**src/rtl/mips_alu_arbiter.sv**
```systemverilog
// Two-requester front end for a shared MIPS ALU.
// Round-robin grant, operand latch, 1-cycle EXEC, 1-cycle DONE strobe.
//
// Ports:
//   clk, rst_n          : clock, async active-low reset
//   req0/op0/a0/b0/c0   : requester 0 level request + operands
//   req1/op1/a1/b1/c1   : requester 1 level request + operands
//   alu_in1/in2/instc   : operands driven to the shared ALU (EXEC only)
//   alu_op              : opcode to the ALU, NOP_OP when idle/illegal
//   alu_result          : combinational ALU result
//   alu_br_taken        : combinational ALU branch decision
//   done0, done1        : one-cycle completion strobe per requester
//   result_out, br_out  : captured ALU outputs, held until next capture
//   err_out             : last transaction used an illegal opcode
//   busy                : transaction in flight (EXEC or DONE)

module mips_alu_arbiter #(
    parameter int              DATA_W = 32,
    parameter int              OP_W   = 4,
    parameter logic [OP_W-1:0] NOP_OP = 4'b1011
) (
    input  logic              clk,
    input  logic              rst_n,

    input  logic              req0,
    input  logic [OP_W-1:0]   op0,
    input  logic [DATA_W-1:0] a0,
    input  logic [DATA_W-1:0] b0,
    input  logic [DATA_W-1:0] c0,

    input  logic              req1,
    input  logic [OP_W-1:0]   op1,
    input  logic [DATA_W-1:0] a1,
    input  logic [DATA_W-1:0] b1,
    input  logic [DATA_W-1:0] c1,

    output logic [DATA_W-1:0] alu_in1,
    output logic [DATA_W-1:0] alu_in2,
    output logic [DATA_W-1:0] alu_instc,
    output logic [OP_W-1:0]   alu_op,
    input  logic [DATA_W-1:0] alu_result,
    input  logic              alu_br_taken,

    output logic              done0,
    output logic              done1,
    output logic [DATA_W-1:0] result_out,
    output logic              br_out,
    output logic              err_out,
    output logic              busy
);

    typedef enum logic [1:0] {
        IDLE = 2'd0,
        EXEC = 2'd1,
        DONE = 2'd2
    } state_t;

    localparam logic [OP_W-1:0] ILL_LO = OP_W'(12);

    state_t state;
    state_t state_nx;

    logic              pri;
    logic              winner;
    logic [OP_W-1:0]   op_q;
    logic [DATA_W-1:0] a_q;
    logic [DATA_W-1:0] b_q;
    logic [DATA_W-1:0] c_q;

    logic              any_req;
    logic              gnt_id;
    logic              illegal;

    assign any_req = req0 | req1;
    assign illegal = (op_q >= ILL_LO);

    // A lone request wins outright; a tie goes to the favored side.
    always_comb begin
        gnt_id = 1'b0;
        if (req0 && req1) begin
            gnt_id = pri;
        end else if (req1) begin
            gnt_id = 1'b1;
        end
    end

    always_ff @(posedge clk or negedge rst_n) begin
        if (!rst_n) begin
            state <= IDLE;
        end else begin
            state <= state_nx;
        end
    end

    always_comb begin
        state_nx = state;
        unique case (state)
            IDLE:    if (any_req) state_nx = EXEC;
            EXEC:    state_nx = DONE;
            DONE:    state_nx = IDLE;
            default: state_nx = IDLE;
        endcase
    end

    always_ff @(posedge clk or negedge rst_n) begin
        if (!rst_n) begin
            pri        <= 1'b0;
            winner     <= 1'b0;
            op_q       <= '0;
            a_q        <= '0;
            b_q        <= '0;
            c_q        <= '0;
            result_out <= '0;
            br_out     <= 1'b0;
            err_out    <= 1'b0;
        end else begin
            unique case (state)
                IDLE: begin
                    if (any_req) begin
                        winner <= gnt_id;
                        op_q   <= gnt_id ? op1 : op0;
                        a_q    <= gnt_id ? a1  : a0;
                        b_q    <= gnt_id ? b1  : b0;
                        c_q    <= gnt_id ? c1  : c0;
                    end
                end
                EXEC: begin
                    if (illegal) begin
                        result_out <= '0;
                        br_out     <= 1'b0;
                        err_out    <= 1'b1;
                    end else begin
                        result_out <= alu_result;
                        br_out     <= alu_br_taken;
                        err_out    <= 1'b0;
                    end
                end
                DONE: begin
                    // Favor whoever was not just served.
                    pri <= ~winner;
                end
                default: ;
            endcase
        end
    end

    always_comb begin
        alu_op    = NOP_OP;
        alu_in1   = '0;
        alu_in2   = '0;
        alu_instc = '0;
        done0     = 1'b0;
        done1     = 1'b0;
        busy      = (state != IDLE);
        unique case (state)
            EXEC: begin
                alu_op    = illegal ? NOP_OP : op_q;
                alu_in1   = a_q;
                alu_in2   = b_q;
                alu_instc = c_q;
            end
            DONE: begin
                done0 = ~winner;
                done1 = winner;
            end
            default: ;
        endcase
    end

endmodule
```
**config.mk**
```make
export PLATFORM = sky130hd
export DESIGN_NAME = mips_alu_arbiter
export DESIGN_NICKNAME = d
export VERILOG_FILES = /design/src/rtl/mips_alu_arbiter.sv
export SDC_FILE = /design/constraint.sdc
export NUM_CORES = 1
export LEC_CHECK = 0
export CORE_AREA = 3 3 145 147
export CTS_CLUSTER_SIZE = 24
export DETAILED_ROUTE_END_ITERATION = 10
export DIE_AREA = 0 0 148 150
export PLACE_DENSITY = 0.73
export SETUP_SLACK_MARGIN = 0.05
export SLEW_MARGIN = 0
export SYNTH_ARGS = -nofsm -noshare
export SYNTH_HDL_FRONTEND = slang
export SYNTH_SLANG_ARGS = --single-unit
```
**constraint.sdc**
```tcl
create_clock -name clk -period 3.7 [get_ports clk]
set_input_delay 0.555 -clock clk [delete_from_list [all_inputs] [get_ports clk]]
set_output_delay 0.555 -clock clk [all_outputs]
set_load 0.005 [all_outputs]
```
==> results by group, run 1 <==
Status
  – Result of the run: finished, final reports clean

Final layout
  – Share of layout cells above drive strength 1: 4.96%
  – Fin util: 56.8%
  – Commonest cells after routing, fill and taps aside: 371 x sky130_fd_sc_hd__clkdlybuf4s50_1, 138 x sky130_fd_sc_hd__dfrtp_1, 101 x sky130_fd_sc_hd__o21ai_0, 101 x sky130_fd_sc_hd__a21oi_1
  – FF/Latch Area: 3450 um2
  – Antenna diodes: 0
  – Commonest non-fill, non-tap cell in the layout: sky130_fd_sc_hd__clkdlybuf4s50_1
  – Layout filler cell count: 1807
  – Final #Nets: 1334
  – Synthesis-to-layout area growth: 61.0%
  – Summed area of non-filler cells in the final layout: 11400 um2
  – Multi-input combinational cell area: 3170 um2

STA
  – Slew at the pin closest to its max-slew limit: 1230 ps
  – Normalized max-slew margin: 18.3%
  – Total negative setup slack: 0 ps
  – Fmax: 0.314 GHz
  – Hold Fails Final Rpt: 0
  – Time the final worst path needs with I/O delays and setup: 3180 ps
  – Worst hold-check slack: 178 ps
  – Final critical-path share of the clock period: 85.9%
  – Final number of setup-violating endpoints: 0
  – Clock Skews: 10.5 ps
  – Final-report max-slew violation count: 0
  – RSZ-0062 raised after global routing: false

Die
  – Site row count: 52
  – Die height: 150 um
  – Boundary Pins: 374
  – Area inside the core boundary: 20000 um2
  – Starting Density: 35.3%
  – Die Span X: 148 um
  – DIE AREA: 22200 um2

Critical path
  – Category of the most critical setup path: flop to primary output
  – Worst reg2reg path depth: 4
  – WP data required: 3140 ps
  – Arrival time worst endpoint: 2620 ps
  – Worst path buffer plus inverter count: 2
  – Worst path top cell family by delay: buffers and inverters
  – Crit Reg-Reg Endpoint: a_q[29]
  – Largest fanout on the critical path: 99
  – Cells along the critical path: nand2b_1 > inv_4 > and2_1 > clkdlybuf4s50_1
  – Category of the worst setup path launch point: flop
  – Slowest stage cell on the critical path: sky130_fd_sc_hd__inv_4
  – R2R setup slack: 1700 ps
  – CP max stage delay: 650 ps
  – Startpoint of the worst-slack reg-to-reg timing path: state[0]
  – Worst setup EP type: primary output

Placed design
  – IO buf count: 373
  – Total placed instance area: 10800 um2
  – RePlAce Congestion: 0.801
  – HPWL after DPL: 18.4 mm

CTS
  – Post-cts hold buffer count: 0
  – Root buffer cell: sky130_fd_sc_hd__clkbuf_16
  – Post-CTS Setup Bufs: 0
  – Number of levels in the clock H-tree: 4
  – Clock transition at path regs: 60 ps
  – Clock buffers created by TritonCTS: 17
  – Clock latency on the worst-skew pair: 420 ps
  – TritonCTS clock tree: yes
  – Sink count of the clock tree: 138
  – Clock Path Buffers: 2
  – CTS-repair resized insts: 0

Power and ir drop
  – Worst VDD drop: 0.522 mV
  – Areal power density over the cells: 728 nW/um2
  – P_leak: 4.38 nW
  – Total Power: 8.28 mW

GRT
  – Number of antenna violations at the first check in global routing: 0
  – Vias in the first global route: 7380
  – Tot GR Track Use: 23.9%
  – Wire length of the first global-routing pass: 42.3 mm
  – GRT Residual Overflow: 0
  – Largest net degree at the start of global routing: 101

Synth
  – Share of the yosys chip area belonging to registers: 48.9%
  – Unique masters post-synth: 24
  – Top cell type's share of synthesized area: 48.9%
  – Post-Synthesis Net Count: 1023
  – Largest area contributor in the netlist: sky130_fd_sc_hd__dfrtp_1
  – Cell types with the largest area share after synthesis: sky130_fd_sc_hd__dfrtp_1 49%, sky130_fd_sc_hd__a31oi_1 8.9%, sky130_fd_sc_hd__and2_1 8.5%
  – Cell count after synthesis: 786
  – Total number of yosys warnings: 0
  – Netlist area before placement: 7070 um2
  – Post-Synthesis Mean Instance Area: 8.99 um2
  – #FFs+latches synth: 138

Job
  – MaxCap Viol Count: 0

Routing
  – Number of optimization iterations in the first detailed-route pass: 5
  – DR DRC count: 0
  – Drt wl/cell: 20.3 um
  – Initial drt markers: 440
  – Via-per-instance ratio: 5.46
  – Via count: 7535
  – Residual antenna-violating net count after detailed routing: 0
  – Final WL: 27.9 mm

Min path
  – Worst min-delay path class: input pin to asynchronous set/reset pin
## final cells by class
class	instances	area share, %
timing repair buffer	386	34.0
sequential	138	30.3
multi-input combinational	549	27.8
clock buffer	18	3.86
tap	270	2.97
clock inverter	13	0.836
inverter	5	0.187
## layer usage
metal | vias up | global-route usage, % | part of all wire [%]
li1 | 3487 | - | -
met1 | 3652 | 30.9 | 41
met2 | 345 | 39.6 | 49
met3 | 51 | 5.84 | 7.9
met4 | 0 | 8.22 | 2.8
met5 | - | 0 | 0
## synth_stat cells
cell type and instances:
sky130_fd_sc_hd__nand2b_1 5, sky130_fd_sc_hd__or2_2 1, sky130_fd_sc_hd__clkbuf_2 1, sky130_fd_sc_hd__nand3_1 100, sky130_fd_sc_hd__buf_4 2, sky130_fd_sc_hd__buf_6 3
sky130_fd_sc_hd__a21oi_4 1, sky130_fd_sc_hd__buf_2 59, sky130_fd_sc_hd__buf_1 2, sky130_fd_sc_hd__a31oi_1 100, sky130_fd_sc_hd__inv_1 2, sky130_fd_sc_hd__clkbuf_1 27
sky130_fd_sc_hd__a22o_1 33, sky130_fd_sc_hd__inv_4 1, sky130_fd_sc_hd__o21ai_0 101, sky130_fd_sc_hd__dfrtp_1 138, sky130_fd_sc_hd__and2_1 96, sky130_fd_sc_hd__inv_2 2
sky130_fd_sc_hd__and3_1 1, sky130_fd_sc_hd__a21oi_1 101, sky130_fd_sc_hd__nor2_1 7, sky130_fd_sc_hd__nor3b_1 1, sky130_fd_sc_hd__o31ai_1 1, sky130_fd_sc_hd__nor2b_1 1
## kinds of logic after synthesis
group           after synthesis  synth area share (%)
compound gates              337                  27.6
buf+inv                      99                  6.78
flops                       138                  48.9
simple gates                212                  16.8
## worst reg2reg max path, stage by stage, from the launching register on
cell and delay [ps]:
sky130_fd_sc_hd__dfrtp_1 430, sky130_fd_sc_hd__nor2_4 150, sky130_fd_sc_hd__buf_4 840, sky130_fd_sc_hd__a21oi_1 290, sky130_fd_sc_hd__a31oi_1 210
## where the power goes
part | total, mW | internal, mW | switching (mW)
Combinational | 4.02 | 2.14 | 1.88
Clock | 1.56 | 0.873 | 0.689
Sequential | 2.70 | 2.25 | 0.450
Total | 8.28 | 5.27 | 3.01
## through the flow
| stage | cells | setup WS [ps] |
|---|---|---|
| 4_1_cts | 1379 | 497 |
| 2_1_floorplan | 786 | 1980 |
| 6_report | 1379 | 520 |
| 5_1_grt | 1379 | 366 |
| 3_3_place_gp | 1348 | 992 |
| 3_5_place_dp | 1348 | 948 |
## flip-flops by register name (all words and copies together) (netlist names)
signal      flops
state           2
result_out     32
c_q            32
err_out         1
op_q            4
br_out          1
winner          1
b_q            32
pri             1
a_q            32
## worst max-delay path by stage
stage / start / endpoint / slack, ps / cells after the start
floorplan: state[1] / alu_in2[0] / 1980 / 6
global placement: state[1] / alu_in2[24] / 990 / 4
detailed placement: state[1] / alu_in2[24] / 950 / 4
CTS: state[1] / alu_in2[24] / 500 / 4
global route: state[1] / alu_in2[24] / 370 / 4
finish: state[1] / alu_in2[24] / 520 / 4
Note: power is estimated with default switching activity, not from simulation.
==> inputs of run 2 (changes only) <==
--- a/config.mk
+++ b/config.mk
@@ -5,11 +5,11 @@
 export SDC_FILE = /design/constraint.sdc
 export NUM_CORES = 1
 export LEC_CHECK = 0
-export CORE_AREA = 3 3 145 147
+export CORE_AREA = 4 4 142 144
 export CTS_CLUSTER_SIZE = 24
 export DETAILED_ROUTE_END_ITERATION = 10
-export DIE_AREA = 0 0 148 150
-export PLACE_DENSITY = 0.73
+export DIE_AREA = 0 0 146 148
+export PLACE_DENSITY = 0.77
 export SETUP_SLACK_MARGIN = 0.05
 export SLEW_MARGIN = 0
 export SYNTH_ARGS = -nofsm -noshare
==> results by group, run 2 (synthesized netlist as in run 1, its figures left out) <==
Power and ir drop
  – Comb power frac: 47.8% (-0.7 points)
  – Total Power: 8.47 mW (+2.3%)
  – Part of the power in registers: 31.8% (-0.8 points)
  – Worst VDD drop: 0.367 mV (-30%)
  – Internal Pwr Total: 5.50 mW (+4.4%)
  – Areal power density over the cells: 741 nW/um2 (+1.8%)
  – P_leak: 4.43 nW (+1.3%)
  – Switching power summed over all nets: 2.97 mW (-1.5%)
  – Clock power frac: 20.4% (+1.5 points)
  – Switching portion of total power: 35.1% (-1.3 points)

Final layout
  – Commonest non-fill, non-tap cell in the layout: sky130_fd_sc_hd__clkdlybuf4s50_1
  – Synthesis-to-layout area growth: 61.8%
  – Commonest cells after routing, fill and taps aside: 371 x sky130_fd_sc_hd__clkdlybuf4s50_1, 138 x sky130_fd_sc_hd__dfrtp_1, 101 x sky130_fd_sc_hd__o21ai_0, 101 x sky130_fd_sc_hd__a21oi_1
  – Final #Nets: 1334 (unchanged)
  – Antenna diodes: 0 (unchanged)
  – Fin util: 61.1% (+4.3 points)
  – Layout filler cell count: 1614 (-11%)
  – Summed area of non-filler cells in the final layout: 11400 um2 (+0.44%)
  – Share of layout cells above drive strength 1: 4.87% (-0.090 points)
  – Finished Layout Cells: 1343 (-2.6%)

STA
  – RSZ-0062 raised after global routing: false
  – Final number of setup-violating endpoints: 0 (unchanged)
  – Slew at the pin closest to its max-slew limit: 777 ps (-449 ps)
  – Final-report max-slew violation count: 0 (unchanged)
  – Final critical-path share of the clock period: 79.5% (-6.4 points)
  – Fmax: 0.340 GHz (+8.1%)
  – Clock Skews: 8.82 ps (-1.68 ps)
  – Worst hold-check slack: 168 ps (-9.67 ps)
  – Slack of the critical path: 757 ps (+237 ps)
  – Normalized max-slew margin: 48.2% (+30 points)
  – Total negative setup slack: 0 ps (unchanged)
  – Time the final worst path needs with I/O delays and setup: 2940 ps (-237 ps)
  – Hold Fails Final Rpt: 0 (unchanged)

Critical path
  – Startpoint of the worst-slack reg-to-reg timing path: state[0]
  – Crit Reg-Reg Endpoint: b_q[10]
  – Arrival time worst endpoint: 2390 ps (-230 ps)
  – Worst setup EP type: primary output
  – Category of the worst setup path launch point: flop
  – Category of the most critical setup path: flop to primary output
  – Worst reg2reg path depth: 5 (+1)
  – WP data required: 3140 ps (about the same)
  – Largest fanout on the critical path: 52 (-47%)
  – R2R setup slack: 1610 ps (-90 ps)

Routing
  – Final WL: 27.6 mm (-1.1%)
  – Via count: 7503 (-0.42%)
  – DR DRC count: 0 (unchanged)
  – Number of optimization iterations in the first detailed-route pass: 5 (unchanged)
  – Drt wl/cell: 20.6 um (+1.6%)
  – Initial drt markers: 426 (-3.2%)
  – Via-per-instance ratio: 5.59 (+2.2%)
  – Residual antenna-violating net count after detailed routing: 0 (unchanged)

CTS
  – Sink count of the clock tree: 138 (unchanged)
  – Post-cts hold buffer count: 0 (unchanged)
  – CTS-repair resized insts: 0 (unchanged)
  – Root buffer cell: sky130_fd_sc_hd__clkbuf_16
  – Number of levels in the clock H-tree: 4 (unchanged)
  – Clock Path Buffers: 2 (unchanged)
  – Clock latency on the worst-skew pair: 410 ps (about the same)
  – Clock buffers created by TritonCTS: 17 (unchanged)
  – Clock transition at path regs: 60 ps (about the same)
  – TritonCTS clock tree: yes
  – Post-CTS Setup Bufs: 0 (unchanged)

Die
  – DIE AREA: 21600 um2 (-2.7%)
  – Boundary Pins: 374 (unchanged)
  – Starting Density: 37.8% (+2.5 points)
  – Area inside the core boundary: 18700 um2 (-6.7%)
  – Die height: 148 um (-1.3%)
  – Die Span X: 146 um (-1.4%)
  – Site row count: 50 (-3.8%)

GRT
  – Vias in the first global route: 7445 (+0.88%)
  – Largest net degree at the start of global routing: 102 (+0.99%)
  – GRT Residual Overflow: 0 (unchanged)
  – Tot GR Track Use: 24.5% (+0.53 points)
  – Number of antenna violations at the first check in global routing: 0 (unchanged)
  – Wire length of the first global-routing pass: 42.5 mm (+0.39%)

Placed design
  – HPWL after DPL: 18.6 mm (+1.2%)
  – IO buf count: 373 (unchanged)
  – Worst setup timing slack at the placement stage: 1150 ps (+203 ps)
  – Total placed instance area: 10800 um2 (about the same)
  – RePlAce Congestion: 0.861 (+7.5%)
  – Number of instances in the placed design: 1312 (-2.7%)

Job
  – MaxCap Viol Count: 0 (unchanged)

Status
  – Result of the run: finished, final reports clean

Min path
  – Worst min-delay path class: input pin to asynchronous set/reset pin
run 2: power by group through the flow:
stage          clock network, mW  registers (mW)  logic (mW)
2_1_floorplan                  0            2.55        2.09
3_3_place_gp                   0            2.70        4.01
3_5_place_dp                   0            2.71        4.07
4_1_cts                     1.77            2.69        4.09
5_1_grt                     1.82            2.77        4.42
6_report                    1.73            2.69        4.05
run 2: worst max path at each step:
stage                   from         end  slack, ps  cells past startpoint
finish              state[1]   alu_op[2]        760                      6
global route        state[1]   alu_op[2]        590                      6
CTS                 state[1]   alu_op[2]        710                      6
detailed placement  state[1]   alu_op[2]       1150                      6
global placement    state[1]   alu_op[2]       1220                      6
floorplan           state[1]  alu_in2[0]       1980                      6
run 2: layout make-up:
type,count,area (um2),area share [%]
multi-input cells,549,3170,27.7
clock inverters,12,149,1.30
flip-flops and latches,138,3450,30.2
clock buffers,19,443,3.87
inverters,5,21.3,0.186
repair buffers,386,3910,34.2
well taps,234,293,2.56
run 2: metal layers:
layer  track usage [%]  wire length, um  up-vias
met4              9.74             1010        0
met2              41.7            13700      365
li1                  -                -     3491
met1              29.6            10700     3585
met3              6.62             2240       62
met5                 0                0        -
run 2: critical path: stages, from the launching register on:
cell and delay [ps]:
sky130_fd_sc_hd__dfrtp_1 430, sky130_fd_sc_hd__nand2b_1 210, sky130_fd_sc_hd__inv_4 360, sky130_fd_sc_hd__buf_12 260
sky130_fd_sc_hd__nand2b_1 110, sky130_fd_sc_hd__nor2_1 100, sky130_fd_sc_hd__clkdlybuf4s50_1 500
==> inputs of run 3 (changes only) <==
==> constraint.sdc (replaced) <==
create_clock -name clk -period 2.9 [get_ports clk]
set_input_delay 0.435 -clock clk [delete_from_list [all_inputs] [get_ports clk]]
set_output_delay 0.435 -clock clk [all_outputs]
set_load 0.005 [all_outputs]
==> results by group, run 3 (synthesized netlist as in run 1, its figures left out) <==
GRT
  – Wire length of the first global-routing pass: 43.5 mm (+2.3%)
  – GRT Residual Overflow: 0 (unchanged)
  – Number of antenna violations at the first check in global routing: 0 (unchanged)
  – Vias in the first global route: 7607 (+2.2%)
  – Tot GR Track Use: 25.1% (+0.61 points)
  – Largest net degree at the start of global routing: 102 (unchanged)

Final layout
  – Synthesis-to-layout area growth: 62.5%
  – Commonest non-fill, non-tap cell in the layout: sky130_fd_sc_hd__clkdlybuf4s50_1
  – Antenna diodes: 0 (unchanged)
  – Final #Nets: 1342 (+0.60%)
  – Share of layout cells above drive strength 1: 5.55% (+0.68 points)
  – Commonest cells after routing, fill and taps aside: 371 x sky130_fd_sc_hd__clkdlybuf4s50_1, 138 x sky130_fd_sc_hd__dfrtp_1, 101 x sky130_fd_sc_hd__o21ai_0, 101 x sky130_fd_sc_hd__a21oi_1
  – Layout filler cell count: 1585 (-1.8%)

Critical path
  – WP data required: 2470 ps (-670 ps)
  – R2R setup slack: 1060 ps (-550 ps)
  – Worst path buffer plus inverter count: 3 (unchanged)
  – Category of the most critical setup path: flop to primary output
  – Category of the worst setup path launch point: flop
  – Slowest stage cell on the critical path: sky130_fd_sc_hd__clkdlybuf4s50_1
  – Largest fanout on the critical path: 49 (-5.8%)
  – Worst setup EP type: primary output
  – Arrival time worst endpoint: 2260 ps (-130 ps)
  – Startpoint of the worst-slack reg-to-reg timing path: state[1]
  – Worst path top cell family by delay: buffers and inverters
  – CP max stage delay: 460 ps (-40 ps)
  – Cells along the critical path: nand2b_1 > clkinv_4 > buf_12 > and2_1 > clkdlybuf4s50_1
  – Worst Setup SP: state[1]

Placed design
  – HPWL after DPL: 19.2 mm (+3.1%)
  – IO buf count: 373 (unchanged)
  – RePlAce Congestion: 0.854 (-0.85%)

Power and ir drop
  – Areal power density over the cells: 945 nW/um2 (+27%)
  – P_leak: 4.45 nW (+0.35%)
  – Total Power: 10.8 mW (+28%)
  – Worst VDD drop: 0.590 mV (+61%)

Die
  – Starting Density: 37.8% (unchanged)
  – DIE AREA: 21600 um2 (unchanged)
  – Die Span X: 146 um (unchanged)
  – Area inside the core boundary: 18700 um2 (unchanged)
  – Die height: 148 um (unchanged)
  – Boundary Pins: 374 (unchanged)
  – Site row count: 50 (unchanged)

Status
  – Result of the run: finished, final reports clean

STA
  – Total negative setup slack: 0 ps (unchanged)
  – Slew at the pin closest to its max-slew limit: 804 ps (+27.6 ps)
  – Clock Skews: 12.7 ps (+3.84 ps)
  – Final number of setup-violating endpoints: 0 (unchanged)
  – Hold Fails Final Rpt: 0 (unchanged)
  – Final-report max-slew violation count: 0 (unchanged)
  – Final critical-path share of the clock period: 93.0%
  – Time the final worst path needs with I/O delays and setup: 2700 ps
  – Normalized max-slew margin: 46.4% (-1.8 points)
  – RSZ-0062 raised after global routing: false
  – Fmax: 0.371 GHz

Routing
  – Residual antenna-violating net count after detailed routing: 0 (unchanged)
  – Initial drt markers: 615 (+44%)
  – Via count: 7581 (+1.0%)
  – Number of optimization iterations in the first detailed-route pass: 5 (unchanged)
  – Final WL: 28.3 mm (+2.3%)
  – Via-per-instance ratio: 5.61 (+0.44%)
  – DR DRC count: 0 (unchanged)
  – Drt wl/cell: 20.9 um (+1.6%)

CTS
  – Sink count of the clock tree: 138 (unchanged)
  – Clock buffers created by TritonCTS: 17 (unchanged)
  – Clock latency on the worst-skew pair: 410 ps (about the same)
  – Number of levels in the clock H-tree: 4 (unchanged)
  – Clock Path Buffers: 2 (unchanged)
  – TritonCTS clock tree: yes
  – Root buffer cell: sky130_fd_sc_hd__clkbuf_16
  – Clock transition at path regs: 60 ps (about the same)

Min path
  – Worst min-delay path class: flop to flop
  – Startpoint of the worst hold path: err_out

Job
  – MaxCap Viol Count: 0 (unchanged)
run 3: cell types whose count changed in the layout (fill, tap and decap cells not counted), moves of 3 or more:
cell / delta
sky130_fd_sc_hd__buf_4: +7
sky130_fd_sc_hd__clkinv_2: -3
sky130_fd_sc_hd__clkinvlp_4: +4
sky130_fd_sc_hd__inv_6: +3
run 3: worst min-delay path: cells and delay by family (launching register included):
kind,cells,cell delay [ps]
AND/OR/NAND/NOR,2,120
flip-flops,1,340
run 3: worst paths after layout:
path	endpoint	depth (start not counted)
max in group asynchronous	c_q[13]	3
hold reg to reg	err_out	2
setup reg to reg	result_out[11]	5
hold / removal	err_out	2
setup / recovery	alu_instc[2]	5
min in group asynchronous	result_out[27]	2
run 3: final cells by class:
cell class / instances / area [um2] / area share, %
Clock inverter: 13 / 143 / 1.24
Multi-Input combinational cell: 549 / 3170 / 27.6
Sequential cell: 138 / 3450 / 30.1
Clock buffer: 18 / 439 / 3.82
Timing Repair Buffer: 394 / 3970 / 34.5
Inverter: 5 / 23.8 / 0.207
Tap cell: 234 / 293 / 2.55
run 3: repair_timing:
action                                  CTS  global route
gates resized for setup                   0             2
buffers inserted                          0             0
hold endpoints to repair                 26             0
endpoints found under the setup margin    0            51
hold buffers                              1             0
run 3: report_power, final:
group          internal (mW)  total (mW)  switching (mW)
sequential              2.87        3.45           0.577
combinational           2.81        5.24            2.43
clock                   1.29        2.16           0.866
run 3: through the flow:
stage                     utilization, %  instances  cell area (um2)  hold WS [ps]  setup slack (ps)
after global routing                61.4       1351            11500           510              87.0
after floorplan                        -        786             7070           139              1300
after CTS                           61.4       1351            11500           480              74.7
after detailed placement            58.2       1319            10900           415               515
after global placement              58.2       1319            10900           409               574
final                               61.4       1351            11500           499               204
run 3: layer usage:
metal,GRT usage (%),up-vias,part of all wire (%)
met4,9.50,0,3.0
li1,-,3505,-
met2,43.2,404,50
met1,30.6,3614,39
met3,6.16,58,7.7
met5,0,-,0
